`src/rtl/scq_pkg.sv`:
```
// Shared widths, default depth and entry layout for the store commit queue.
// No logic; widths here size every port and entry in the queue.
// Backpressure: n/a.
package scq_pkg;

    localparam int SCQ_DEPTH_DEF = 4;
    localparam int ADDR_W        = 32;
    localparam int DATA_W        = 32;
    localparam int SCQ_PTR_W     = $clog2(SCQ_DEPTH_DEF) + 1;

    typedef struct packed {
        logic              valid;
        logic [ADDR_W-1:0] addr;
        logic [DATA_W-1:0] data;
    } scq_entry_t;

endpackage

```
`src/rtl/scq_fwd_match.sv`:
```
// Store-to-load forwarding: youngest matching store wins, committing store first.
// Latency: purely combinational, zero cycles.
// Backpressure: none; pure lookup.
module scq_fwd_match
    import scq_pkg::*;
#(
    parameter  int DEPTH = SCQ_DEPTH_DEF,
    localparam int IDX_W = $clog2(DEPTH),
    localparam int OCC_W = IDX_W + 1
) (
    input  scq_entry_t [DEPTH-1:0] entries,
    input  logic [IDX_W:0]         head,
    input  logic [IDX_W:0]         tail,
    input  logic                   commit_en,
    input  logic [ADDR_W-1:0]      commit_addr,
    input  logic [DATA_W-1:0]      commit_data,
    input  logic [ADDR_W-1:0]      fwd_addr,
    output logic                   hit,
    output logic [DATA_W-1:0]      data
);

    logic [OCC_W-1:0] occ;
    logic [IDX_W-1:0] idx;

    // Walk oldest to youngest so later matches overwrite earlier ones.
    always_comb begin
        hit  = 1'b0;
        data = '0;
        idx  = '0;
        occ  = tail - head;
        for (int k = 0; k < DEPTH; k++) begin
            idx = head[IDX_W-1:0] + IDX_W'(k);
            if ((OCC_W'(k) < occ) && entries[idx].valid && (entries[idx].addr == fwd_addr)) begin
                hit  = 1'b1;
                data = entries[idx].data;
            end
        end
        if (commit_en && (commit_addr == fwd_addr)) begin
            hit  = 1'b1;
            data = commit_data;
        end
    end

endmodule

```
`src/rtl/store_commit_queue.sv`:
```
// Buffers committed stores until memory accepts them, forwarding to younger loads.
// Latency: enqueue at edge N is presented on mem_* during cycle N+1; no bypass.
// Backpressure: full stalls ROB store commit; mem_ready low freezes the head.
module store_commit_queue
    import scq_pkg::*;
#(
    parameter  int DEPTH = SCQ_DEPTH_DEF,
    localparam int IDX_W = $clog2(DEPTH),
    localparam int CNT_W = IDX_W + 1
) (
    input  logic              clk,
    input  logic              rst,
    input  logic              commit_valid,
    input  logic [ADDR_W-1:0] commit_addr,
    input  logic [DATA_W-1:0] commit_data,
    output logic              full,
    output logic              empty,
    output logic [CNT_W-1:0]  count,
    output logic              overflow,
    output logic              mem_wen,
    output logic [ADDR_W-1:0] mem_addr,
    output logic [DATA_W-1:0] mem_wdata,
    input  logic              mem_ready,
    input  logic [ADDR_W-1:0] fwd_addr,
    output logic              fwd_hit,
    output logic [DATA_W-1:0] fwd_data
);

    scq_entry_t [DEPTH-1:0] entries_q;
    logic [IDX_W:0]         head_q;
    logic [IDX_W:0]         tail_q;
    logic                   full_q;
    logic                   empty_q;
    logic [CNT_W-1:0]       count_q;
    logic                   overflow_q;
    logic                   mem_wen_q;
    logic [ADDR_W-1:0]      mem_addr_q;
    logic [DATA_W-1:0]      mem_wdata_q;

    logic                   enq;
    logic                   deq;
    logic [IDX_W:0]         head_nx;
    logic [IDX_W:0]         tail_nx;
    logic [CNT_W-1:0]       count_nx;
    logic [IDX_W-1:0]       head_nx_idx;
    logic [ADDR_W-1:0]      head_nx_addr;
    logic [DATA_W-1:0]      head_nx_data;

    // Full is judged on the registered count only: a same-cycle drain never frees a slot early.
    assign enq      = commit_valid && !full_q;
    assign deq      = mem_wen_q && mem_ready;
    assign head_nx  = head_q + CNT_W'(deq);
    assign tail_nx  = tail_q + CNT_W'(enq);
    assign count_nx = tail_nx - head_nx;
    assign head_nx_idx = head_nx[IDX_W-1:0];

    // The slot at the old tail is free, so a new head landing there must be the incoming store.
    always_comb begin
        head_nx_addr = entries_q[head_nx_idx].addr;
        head_nx_data = entries_q[head_nx_idx].data;
        if (enq && (head_nx_idx == tail_q[IDX_W-1:0])) begin
            head_nx_addr = commit_addr;
            head_nx_data = commit_data;
        end
    end

    always_ff @(posedge clk or negedge rst) begin
        if (!rst) begin
            for (int i = 0; i < DEPTH; i++) begin
                entries_q[i] <= '0;
            end
            head_q      <= '0;
            tail_q      <= '0;
            full_q      <= 1'b0;
            empty_q     <= 1'b1;
            count_q     <= '0;
            overflow_q  <= 1'b0;
            mem_wen_q   <= 1'b0;
            mem_addr_q  <= '0;
            mem_wdata_q <= '0;
        end else begin
            if (enq) begin
                entries_q[tail_q[IDX_W-1:0]] <= '{valid: 1'b1, addr: commit_addr, data: commit_data};
            end
            if (deq) begin
                entries_q[head_q[IDX_W-1:0]].valid <= 1'b0;
            end
            if (commit_valid && full_q) begin
                overflow_q <= 1'b1;
            end
            head_q    <= head_nx;
            tail_q    <= tail_nx;
            count_q   <= count_nx;
            full_q    <= (count_nx == CNT_W'(DEPTH));
            empty_q   <= (count_nx == '0);
            mem_wen_q <= (count_nx != '0);
            // Memory port keeps the last head value once the queue drains.
            if (count_nx != '0) begin
                mem_addr_q  <= head_nx_addr;
                mem_wdata_q <= head_nx_data;
            end
        end
    end

    assign full      = full_q;
    assign empty     = empty_q;
    assign count     = count_q;
    assign overflow  = overflow_q;
    assign mem_wen   = mem_wen_q;
    assign mem_addr  = mem_addr_q;
    assign mem_wdata = mem_wdata_q;

    scq_fwd_match #(.DEPTH(DEPTH)) u_fwd_match (
        .entries     (entries_q),
        .head        (head_q),
        .tail        (tail_q),
        .commit_en   (enq),
        .commit_addr (commit_addr),
        .commit_data (commit_data),
        .fwd_addr    (fwd_addr),
        .hit         (fwd_hit),
        .data        (fwd_data)
    );

endmodule

```
`config.mk`:
```
export PLATFORM = sky130hd
export DESIGN_NAME = store_commit_queue
export DESIGN_NICKNAME = d
export VERILOG_FILES = /design/src/rtl/scq_pkg.sv /design/src/rtl/scq_fwd_match.sv /design/src/rtl/store_commit_queue.sv
export SDC_FILE = /design/constraint.sdc
export NUM_CORES = 1
export LEC_CHECK = 0
export CAP_MARGIN = 30
export CELL_PAD_IN_SITES_DETAIL_PLACEMENT = 1
export CELL_PAD_IN_SITES_GLOBAL_PLACEMENT = 2
export CORE_MARGIN = 2
export CORE_UTILIZATION = 41
export DETAILED_ROUTE_END_ITERATION = 10
export GPL_TIMING_DRIVEN = 0
export PLACE_DENSITY = 0.78
export SLEW_MARGIN = 10
export SYNTH_ARGS = -nofsm -noshare
export SYNTH_HDL_FRONTEND = slang
export SYNTH_SLANG_ARGS = --single-unit
```
`constraint.sdc`:
```
create_clock -name clk -period 7 [get_ports clk]
set_clock_uncertainty 0.2 [all_clocks]
set_input_delay 1.4 -clock clk [delete_from_list [all_inputs] [get_ports clk]]
set_output_delay 1.4 -clock clk [all_outputs]
set_load 0.03 [all_outputs]
```
======== Word-level counts from Yosys, hierarchy flattened ========
Cells that the tools add are included.
word-level totals
  register bits ........................... 337
  bits of input ports ..................... 100
  output and inout port bits .............. 104
  word-level logic and storage cells ...... 95
cells by class
  add/sub/neg operators ................... 7
  magnitude comparators ................... 12
  equality and inequality tests ........... 7
  mux-type cells .......................... 30
  reduce and logical (&&, ||, !) cells .... 18
operators with widths
  operator                                                               count
  65-bit binary-select mux with 2-bit select                             5
  260-bit bitwise mux                                                    2
  260-bit 2-to-1 mux                                                     2
  65-bit 2-to-1 mux                                                      6
  65-bit demux with 2-bit select                                         2
  32-bit 2-to-1 mux                                                      7
  32-bit == test                                                         5
  64-bit 2-to-1 mux                                                      1
  2-bit by 3-bit < comparator with 1-bit output, second input constant   6
  1-bit logical AND                                                      15
  3-bit by 1-bit adder with 3-bit output                                 2
  1-bit by 3-bit < comparator with 1-bit output, first input constant    2
  2-bit by 3-bit < comparator with 1-bit output, first input constant    2
  3-bit subtractor                                                       2
  1-bit 2-to-1 mux                                                       5
  2-bit adder, second input constant                                     2
  2-bit by 1-bit >= comparator with 1-bit output, second input constant  2
  3-bit == test, second input constant                                   1
  3-bit zero test                                                        1
  3-bit nonzero test                                                     1
  2-bit by 1-bit adder with 2-bit output, second input constant          1
  2-bit == test                                                          1
  1-bit zero test                                                        1

======== Logic depth before layout (Yosys ltp) ========
Gate-level depths: netlist of run 1.
  word-level depth ........................ 9
  depth in mapped cells ................... 18
  depth with buffers taken out ............ 12

======== By module ========
Synthesis of run 1 repeated with hierarchy kept, for this count alone.
unflattened totals
  cells, all modules ...................... 2,218
  area, all modules ....................... 24,288.3 µm²
modules (own cells, without submodules)
  module              instances  cells an instance  area each (µm²)  seq. area each (µm²)
  store_commit_queue  1          1,029              14,644.0         8,434.3
  scq_fwd_match       1          1,189              9,644.2          0.0

======== Least setup slack after synthesis of run 1 ========
OpenSTA, ideal clock, no wires.
  path kind ............................... flip-flop to output port
  start ................................... register head_q[1]
  end ..................................... output fwd_data[10]
  data arrival time ....................... 4,713 ps
  setup slack ............................. 687 ps
  stages on the path, launching flop included .. 18
  buffers on the path ..................... 8
  cell sequence ........................... dfrtp_1 buf_4 buf_4 buf_4 buf_4 inv_1 ha_1 buf_2 buf_2 clkbuf_1 mux4_2 xnor2_1 nand4_1 nor4_1 nand4_4 buf_6 mux2i_1 o32ai_1
on the way
  cells in the longest elaborated chain, start to end .. 9
  elaborated cells between the ends (all ways) .. 33
  classes of those cells .................. 4 x add/sub; 4 x order compare; 4 x eq/ne; 13 x mux; 8 x reduce/logical
ends and longest elaborated chain
  element                                                             RTL line                                  RTL
  start: declaration                                                  store_commit_queue.sv:30                  logic [IDX_W:0] head_q;
  start signal: assignment                                            store_commit_queue.sv:91                  head_q <= head_nx;
  2-bit by 1-bit adder with 2-bit output (tied with other cells)      scq_fwd_match.sv:32                       idx = head[IDX_W-1:0] + IDX_W'(k);
  65-bit binary-select mux with 2-bit select (tied with other cells)  scq_fwd_match.sv:33, scq_fwd_match.sv:35
  65-bit 2-to-1 mux (implied by the code) (tied with other cells)     scq_fwd_match.sv:33                       if ((OCC_W'(k) < occ) && entries[idx].valid && (entries[idx].addr == fwd_addr)) begin
  32-bit == test / 1-bit logical AND (equally long branches)          scq_fwd_match.sv:33
  1-bit logical AND / 32-bit 2-to-1 mux (equally long branches)       scq_fwd_match.sv:33
  32-bit 2-to-1 mux (2 in series)                                     scq_fwd_match.sv:33
  32-bit 2-to-1 mux (*)                                               scq_fwd_match.sv:33
  32-bit 2-to-1 mux (*)                                               scq_fwd_match.sv:38                       if (commit_en && (commit_addr == fwd_addr)) begin
  end: declaration                                                    store_commit_queue.sv:26                  output logic [DATA_W-1:0] fwd_data
Mark *: on every way between the ends. The rest lies on a longest branch, timed or not. The select of a mux whose other input is x is not followed.

======== Final worst setup path of run 1 ========
  start ................................... register head_q[1]
  end ..................................... output fwd_data[26]
Same word-level chain as after synthesis.

==> results of run 1 <==
## logic make-up (layout without fill, tap and decap cells)
| logic type | count (synthesis) | in the layout | synth area share (%) |
|---|---|---|---|
| buffers and inverters | 235 | 513 | 4.484 |
| XOR/XNOR | 135 | 135 | 4.690 |
| flip-flops | 337 | 337 | 33.07 |
| other | 0 | 2 | 0 |
| multiplexers | 723 | 723 | 39.52 |
| adder cells (fa/ha/maj) | 12 | 12 | 0.6476 |
| AO/OA/AOI/OAI | 310 | 310 | 8.595 |
| AND/OR/NAND/NOR | 464 | 464 | 8.997 |
## critical path, delay by kind of cell, from the launching register on
family | cells | cell delay [ns]
fa+ha+maj | 1 | 0.35
mux | 1 | 0.14
flops | 1 | 0.39
simple gates | 1 | 0.09
compound gates | 2 | 0.47
buf+inv | 12 | 3.22
## power by group
group / internal, mW / switching [mW] / total [mW] / leakage, nW
Clock: 1.34 / 0.923 / 2.26 / 0.693
Combinational: 5.80 / 7.50 / 13.3 / 7.60
Sequential: 3.03 / 1.36 / 4.39 / 4.00
## final timing paths
path / end / slack (ns) / depth (start not counted)
min in group asynchronous: mem_addr[10] / 0.62 / 2
min reg2reg: overflow / 0.25 / 1
max in group asynchronous: async pin / 4.71 / 4
max reg2reg: mem_addr[27] / 2.47 / 10
max: fwd_data[26] / 0.11 / 17
min: overflow / 0.25 / 1
## final cells by class
type | count | area, sq um
Fill cell | 6422 | 30990
Multi-Input combinational cell | 1644 | 16360
Tap cell | 837 | 1047
Sequential cell | 337 | 8436
Antenna cell | 2 | 5.005
Clock inverter | 14 | 182.7
Buffer | 210 | 1194
Inverter | 22 | 86.33
Clock buffer | 61 | 1232
Timing Repair Buffer | 206 | 2068
## what timing repair did
item	CTS	global route
pin swaps	13	4
gates resized for setup	306	34
buffers inserted	10	1
setup endpoints to repair	33	33
cloned	0	0
## placed cells by master, fill, tap and decap left out, drive strengths merged, types with 91 or more instances in the layout
cell type | netlist | final
mux2i | 227 | 227
nor2 | 162 | 162
clkdlybuf4s50 | 0 | 139
nand2 | 164 | 164
xnor2 | 91 | 91
buf | 84 | 145
o21ai | 116 | 116
clkbuf | 129 | 188
mux2 | 301 | 301
mux4 | 195 | 195
dfrtp | 336 | 336
## stage by stage
step                setup TNS, ns  hold WS [ns]  std cells
finish                          0        0.2521       3333
global route             -0.03485        0.2758       3332
CTS                             0        0.2562       3325
detailed placement         -68.42        0.2433       3242
global placement         -3564.86        0.2393       3228
floorplan                       0        0.2798       2216
## per-layer routing
metal / part of all wire [%] / track usage, % / routed length, um / vias up
li1: - / - / - / 8975
met1: 43 / 48.99 / 48760 / 11580
met2: 47 / 56.70 / 52550 / 873
met3: 6.7 / 5.983 / 7533 / 196
met4: 3.1 / 10.33 / 3502 / 4
met5: 0.023 / 0 / 26 / -
==> flow_summary.yaml, run 1 <==
detailed_routing:
  routedWlPerCell_um: 33.72
  first_pass_iters: 5
  drcViolationCount: 0
  ant_nets: 0
  routed_wl_mm: 112.4
  viasPerCell: 6.489
  vias: 21630
  drt-initial-drc-count: 1783
pwr:
  p_leak_nw: 12.30
  finalPower_mw: 19.95
  irDropWorstVdd_mv: 0.3084
  p_per_area_nw_per_um2: 651.6
global_route:
  overflow: 0
  grt_pass1_wl_mm: 163.9
  track_usage_pct: 35.31
  grt_max_degree: 103
  grt_pass1_vias: 22740
  antenna_found_initial: 5
synth:
  synth_top_area_cell: "dfrtp_1"
  synth_cell_types: 74
  synth.top_cells.by_area: "dfrtp_1, mux4_2, mux2_2"
  syn_avg_cell_area_sq_um: 11.51
  yosysMostFrequentCell: "dfrtp_1"
  yosys_most_used_dff: "dfrtp_1"
  yosysWarnings: 0
  mappedNetlistArea_sq_um: 25500
  yosysTopAreaCellShare_pct: 32.97
  synth.ff_latch_count: 337
  synthTopCellsByCount: "dfrtp_1, mux2_2, mux2i_1"
  async_flop_share_pct: 100.0
  netlist_instances: 2216
  yosysSeqAreaShare_pct: 33.07
  synth_nets: 2328
  synth_edf_count: 0
placement:
  dp_hpwl_mm: 83.67
  dp_slack_ns: -2.199
  place_congestion: 1.000
  placed_area_sq_um: 28560
  port-buffer-count: 175
clock_network:
  clock-sinks: 337
  cts_buffers: 41
  htree_levels: 2
  hold_buffers: 0
  clkTransAtPathRegs_ns: 0.06
  cts_root_buf: "clkbuf_16"
  tritoncts: "done"
  clk_latency_ns: 0.59
  clockBufferDepth: 3
layout:
  syn2layout_area_growth_pct: 20.03
  post-route-util_pct: 49.70
  final_area_sq_um: 30610
  nets: 2574
  drive_above_1_share_pct: 32.48
setup_path:
  start_kind: "flop"
  arrival_ns: 5.29
  slowest_delay_ns: 0.54
  slowest_stage: "clkbuf_1"
  path_class: "flop to output port"
  r2r_start: "mem_wen"
  startpoint: "head_q[1]"
  end_kind: "output port"
  required_ns: 5.40
  crit_fanout: 19
  path_cells: "buf_8, buf_16, buf_12, clkinvlp_4, ha_4, buf_12, buf_6, buf_6, buf_2, buf_2, clkbuf_2, clkbuf_1, nand2_1, o21ai_0, mux2i_1, o32ai_2, buf_4"
die:
  ioPinCount: 204
  dieWidth_um: 253.4
  row_count: 91
  core_area_sq_um: 61600
  start_util_pct: 41.40
  die_y_um: 253.4
  dieArea_sq_um: 64220
sta:
  fin_ws_ns: 0.1096
  period_minus_slack_ns: 6.890
  fin_crit_sh_pct: 98.43
  relSlewSlack_pct: 28.73
  hold_viol: 0
  fmax_mhz: 145.1
  setup_viol: 0
  finalMaxSlewViolations: 0
  worst_slew_pin_slew_ns: 1.069
hold_path:
  hold_path.class: "flop to flop"
  hold_path_startpoint: "overflow"
outcome:
  outcome: "finished clean"
run:
  cap_violations: 0
No activity file was read; power rests on OpenSTA's default activity.
==> run 2, diff against run 1 <==
--- a/config.mk
+++ b/config.mk
@@ -8,12 +8,12 @@
 export CAP_MARGIN = 30
 export CELL_PAD_IN_SITES_DETAIL_PLACEMENT = 1
 export CELL_PAD_IN_SITES_GLOBAL_PLACEMENT = 2
+export CORE_ASPECT_RATIO = 1.25
 export CORE_MARGIN = 2
 export CORE_UTILIZATION = 41
 export DETAILED_ROUTE_END_ITERATION = 10
-export GPL_TIMING_DRIVEN = 0
 export PLACE_DENSITY = 0.78
-export SLEW_MARGIN = 10
+export SLEW_MARGIN = 20
 export SYNTH_ARGS = -nofsm -noshare
 export SYNTH_HDL_FRONTEND = slang
 export SYNTH_SLANG_ARGS = --single-unit
==> run 2 against run 1 <==
  * Fmax is 2.4% higher
  * Critical path type unchanged
  * First-iteration DRC count is 30% lower
  * Combinational power is 9% lower
  * Largest power group unchanged
  * Global-route usage is 5.5 points lower
  * Power is 6.9% lower
  * Register-to-register slack worse by 0.06 ns
  * Design area is 2.5% lower
  * Non-clock buffer count is 135 lower
  * Final cell count is 4.3% lower
  * Utilization is 1.4 points lower
==> flow_summary.yaml, run 2 (same netlist as run 1, synthesis figures left out) <==
setup_path:
  arrival_ns: 5.13
  path_class: "flop to output port"
  slowest_delay_ns: 0.52
  crit_fanout: 32
  end_kind: "output port"
  crit_family: "buffers and inverters"
  startpoint: "head_q[1]"
  r2r_start: "head_q[0]"
  r2r_slack_ns: 2.41
  required_ns: 5.40
  critPathBufInv: 5
  path_cells: "inv_1, ha_4, buf_12, mux4_2, xnor2_1, nand4_1, nor4_1, buf_4, nand4_1, buf_12, o41ai_1, a41oi_1, o32ai_1, buf_4"
  reg2reg_depth: 8
  start_kind: "flop"
  slowest_stage: "mux4_2"
  cp_num_cells: 14
  endpoint: "fwd_data[31]"
  reg2reg_to: "mem_addr[14]"
sta:
  rsz0062_at_grt: "false"
  fmax_mhz: 148.7
  period_minus_slack_ns: 6.726
  worst_slew_pin_slew_ns: 1.013
  tns_ns: 0
  relSlewSlack_pct: 32.44
  fin_crit_sh_pct: 96.09
  finalMaxSlewViolations: 0
  hold_viol: 0
  whs_ns: 0.2593
  setup_viol: 0
global_route:
  grt_pass1_wl_mm: 142.5
  grt_max_degree: 139
  track_usage_pct: 29.83
  overflow: 0
  grt_pass1_vias: 21570
  antenna_found_initial: 3
die:
  dieWidth_um: 227.1
  row_count: 102
  dieArea_sq_um: 64230
  die_y_um: 282.9
  start_util_pct: 41.29
  ioPinCount: 204
  core_area_sq_um: 61770
layout:
  antenna_cells: 0
  final_cell_mix: "dfrtp_1, mux2_2, mux2i_1, mux4_2, clkdlybuf4s50_1"
  seqCellArea_sq_um: 8442
  stdcell_count: 3191
  drive_above_1_share_pct: 30.90
  post-route-util_pct: 48.34
  syn2layout_area_growth_pct: 17.07
  fill_cells: 6513
  multi_input_area_sq_um: 16050
  layout_commonest_cell: "dfrtp_1"
  nets: 2439
pwr:
  p_per_area_nw_per_um2: 622.0
  p_leak_nw: 11.93
  switchingPower_mw: 8.610
  p_clk_share_pct: 12.2
  irDropWorstVdd_mv: 0.5277
  power_frac_comb_pct: 65.0
  switching_share_pct: 46.36
  finalPower_mw: 18.57
  p_seq_share_pct: 22.9
  p_int_mw: 9.962
detailed_routing:
  vias: 20020
  first_pass_iters: 5
  drt-initial-drc-count: 1253
  routed_wl_mm: 95.23
  viasPerCell: 6.275
  drcViolationCount: 0
  routedWlPerCell_um: 29.84
  ant_nets: 0
clock_network:
  htree_levels: 2
  tritoncts: "done"
  clock-sinks: 337
  clockBufferDepth: 3
  clkTransAtPathRegs_ns: 0.06
  cts_buffers: 41
  cts_root_buf: "clkbuf_16"
  hold_buffers: 0
  clk_latency_ns: 0.57
placement:
  dp_hpwl_mm: 65.09
  place_congestion: 0.9795
  placed_cells: 3106
  port-buffer-count: 203
hold_path:
  hold_path.class: "flop to flop"
run:
  cap_violations: 0
outcome:
  outcome: "finished clean"
run 2: power by group through the flow:
stage               clock network [mW]  registers, mW  logic [mW]
floorplan                            0           4.22        8.16
global placement                     0           4.11        11.7
detailed placement                   0           4.24        11.9
CTS                               2.33           4.22        12.0
global route                      2.39           4.42        12.9
finish                            2.26           4.24        12.1
run 2: per-stage QoR:
| stage | instance area (sq um) | setup WS, ns |
|---|---|---|
| 2_1_floorplan | 25500 | 0.6874 |
| 3_3_place_gp | 28300 | 0.5100 |
| 3_5_place_dp | 28320 | 0.4671 |
| 4_1_cts | 29740 | 0.03429 |
| 5_1_grt | 29860 | 0.07111 |
| 6_report | 29860 | 0.2739 |
run 2: area by class of cell:
class,instances,share of cell area (%)
inverters,22,0.2766
clock inverters,11,0.4484
clock buffers,64,4.304
repair buffers,281,9.462
multi-input cells,1644,53.75
flip-flops and latches,337,28.27
well taps,832,3.487
run 2: worst min path at each step:
| stage | from | slack (ns) | cells past startpoint | end |
|---|---|---|---|---|
| 2_1_floorplan | head_q[2] | 0.28 | 1 | head_q[2] |
| 3_3_place_gp | overflow | 0.24 | 1 | overflow |
| 3_5_place_dp | overflow | 0.25 | 1 | overflow |
| 4_1_cts | overflow | 0.26 | 1 | overflow |
| 5_1_grt | overflow | 0.30 | 1 | overflow |
| 6_report | overflow | 0.26 | 1 | overflow |
run 2: repair_timing:
action	4_1_cts	5_1_grt
setup buffers	0	9
resized for setup	0	0
endpoints found under the setup margin	0	32
run 2: metal layers:
metal / vias up / global-route usage, % / part of all wire [%]
li1: 8664 / - / -
met1: 10660 / 35.72 / 39
met2: 535 / 53.73 / 53
met3: 162 / 3.448 / 3.9
met4: 6 / 13.14 / 4.7
met5: - / 0 / 0.042
==> run 3, diff against run 2 <==
--- a/config.mk
+++ b/config.mk
@@ -13,6 +13,7 @@
 export CORE_UTILIZATION = 41
 export DETAILED_ROUTE_END_ITERATION = 10
 export PLACE_DENSITY = 0.78
+export RECOVER_POWER = 25
 export SLEW_MARGIN = 20
 export SYNTH_ARGS = -nofsm -noshare
 export SYNTH_HDL_FRONTEND = slang
==> run 3 against run 2 <==
  * The flow now finishes with violations (capacitance limit, slew limit)
  * Sequential power hardly changed
  * First-iteration DRC count is 3.9% higher
  * Final cell count stayed put
  * Design area is 0.13% lower
  * Fmax hardly changed
  * Wire length hardly changed
  * Sequential cell count stayed put
  * Largest cell class unchanged
  * Power hardly changed
==> flow_summary.yaml, run 3 (same netlist as run 1, synthesis figures left out) <==
outcome:
  outcome: "finished with violations"
  violations: "capacitance limit, slew limit"
die:
  die_y_um: 282.9
  dieWidth_um: 227.1
  start_util_pct: 41.29
  ioPinCount: 204
  core_area_sq_um: 61770
  dieArea_sq_um: 64230
  row_count: 102
detailed_routing:
  routed_wl_mm: 95.22
  drcViolationCount: 0
  routedWlPerCell_um: 29.84
  ant_nets: 0
  vias: 19990
  first_pass_iters: 5
  viasPerCell: 6.265
  drt-initial-drc-count: 1302
pwr:
  p_leak_nw: 11.91
  p_per_area_nw_per_um2: 622.8
  finalPower_mw: 18.57
  irDropWorstVdd_mv: 0.5307
setup_path:
  critPathBufInv: 5
  crit_fanout: 32
  path_cells: "inv_1, ha_4, buf_12, mux4_2, xnor2_1, nand4_1, nor4_1, buf_4, nand4_1, buf_12, o41ai_1, a41oi_1, o32ai_1, buf_4"
  required_ns: 5.40
  crit_family: "buffers and inverters"
  arrival_ns: 5.12
  path_class: "flop to output port"
  start_kind: "flop"
  slowest_delay_ns: 0.52
  end_kind: "output port"
  slowest_stage: "mux4_2"
run:
  cap_violations: 1
layout:
  final_area_sq_um: 29820
  post-route-util_pct: 48.27
  fill_cells: 6517
  antenna_cells: 0
  drive_above_1_share_pct: 30.82
  syn2layout_area_growth_pct: 16.91
  layout_commonest_cell: "dfrtp_1"
  nets: 2439
  final_cell_mix: "dfrtp_1, mux2_2, mux2i_1, mux4_2, clkdlybuf4s50_1"
clock_network:
  clockBufferDepth: 3
  clkTransAtPathRegs_ns: 0.06
  cts_resized: 0
  htree_levels: 2
  clock-sinks: 337
  tritoncts: "done"
  cts_root_buf: "clkbuf_16"
  cts_buffers: 41
  clk_latency_ns: 0.57
  hold_buffers: 0
sta:
  relSlewSlack_pct: -114.2
  fmax_mhz: 148.7
  fin_crit_sh_pct: 96.04
  hold_viol: 0
  worst_slew_pin_slew_ns: 3.213
  setup_viol: 0
  finalMaxSlewViolations: 113
  tns_ns: 0
  rsz0062_at_grt: "false"
  fin_ws_ns: 0.2770
  period_minus_slack_ns: 6.723
placement:
  dp_hpwl_mm: 65.09
  port-buffer-count: 203
  placed_area_sq_um: 28320
  place_congestion: 0.9795
  dp_slack_ns: 0.4671
hold_path:
  hold_path.class: "flop to flop"
global_route:
  track_usage_pct: 29.83
  overflow: 0
  grt_pass1_wl_mm: 142.5
  grt_pass1_vias: 21570
  grt_max_degree: 139
  antenna_found_initial: 3
## run 3: changes by cell type in the layout (fill, tap and decap cells not counted)
| cell | delta |
|---|---|
| clkbuf_1 | +2 |
| clkbuf_2 | +2 |
| buf_16 | -1 |
| dlygate4sd3_1 | +1 |
| buf_4 | -2 |
| buf_8 | -1 |
| clkdlybuf4s50_1 | -1 |
## run 3: final timing paths
check	start	end	slack (ns)	cells after the start
worst max-delay path	head_q[1]	fwd_data[31]	0.28	14
worst min register to register	overflow	overflow	0.26	1
worst min-delay path	overflow	overflow	0.26	1
min in group asynchronous	rst	mem_addr[19]	1.60	1
worst max register to register	head_q[0]	mem_addr[14]	2.38	8
max in group asynchronous	rst	async pin	1.71	3
## run 3: final cells by class
cell class	count	area [sq um]	share of cell area (%)
clock inverters	11	133.9	0.4490
multi-input cells	1644	16050	53.82
repair buffers	281	2785	9.341
inverters	22	82.58	0.2770
flip-flops and latches	337	8442	28.31
well taps	832	1041	3.491
clock buffers	64	1285	4.310
## run 3: power by group
| group | internal [mW] | leakage [nW] | switching (mW) | total (mW) |
|---|---|---|---|---|
| Combinational | 5.56 | 7.20 | 6.51 | 12.1 |
| Clock | 1.37 | 0.707 | 0.894 | 2.26 |
| Sequential | 3.03 | 4.00 | 1.21 | 4.24 |
| Total | 9.96 | 11.9 | 8.61 | 18.6 |
## run 3: per-layer routing
| layer | GRT usage, % | up-vias | part of all wire [%] |
|---|---|---|---|
| met5 | 0 | - | 0.042 |
| met4 | 13.14 | 6 | 4.7 |
| met3 | 3.448 | 161 | 4.1 |
| met2 | 53.73 | 543 | 53 |
| met1 | 35.72 | 10620 | 39 |
| li1 | - | 8660 | - |
## run 3: worst register-to-register path: stages, from the launching register on
cell and delay [ns]:
dfrtp_4 0.47, buf_12 0.45, buf_4 0.76, ha_4 0.25
ha_4 0.57, buf_4 0.73, mux4_2 0.61, mux2i_1 0.33
o21ai_0 0.13
## run 3: metrics by stage
stage,cells,hold WS [ns]
2_1_floorplan,2216,0.2798
3_3_place_gp,3105,0.2405
3_5_place_dp,3106,0.2481
4_1_cts,3181,0.2611
5_1_grt,3191,0.2975
6_report,3191,0.2593
## run 3: what timing repair did
item | in CTS | in global routing
setup endpoints to repair | 0 | 32
endpoints found under the hold margin | 0 | 0
setup buffers | 0 | 9
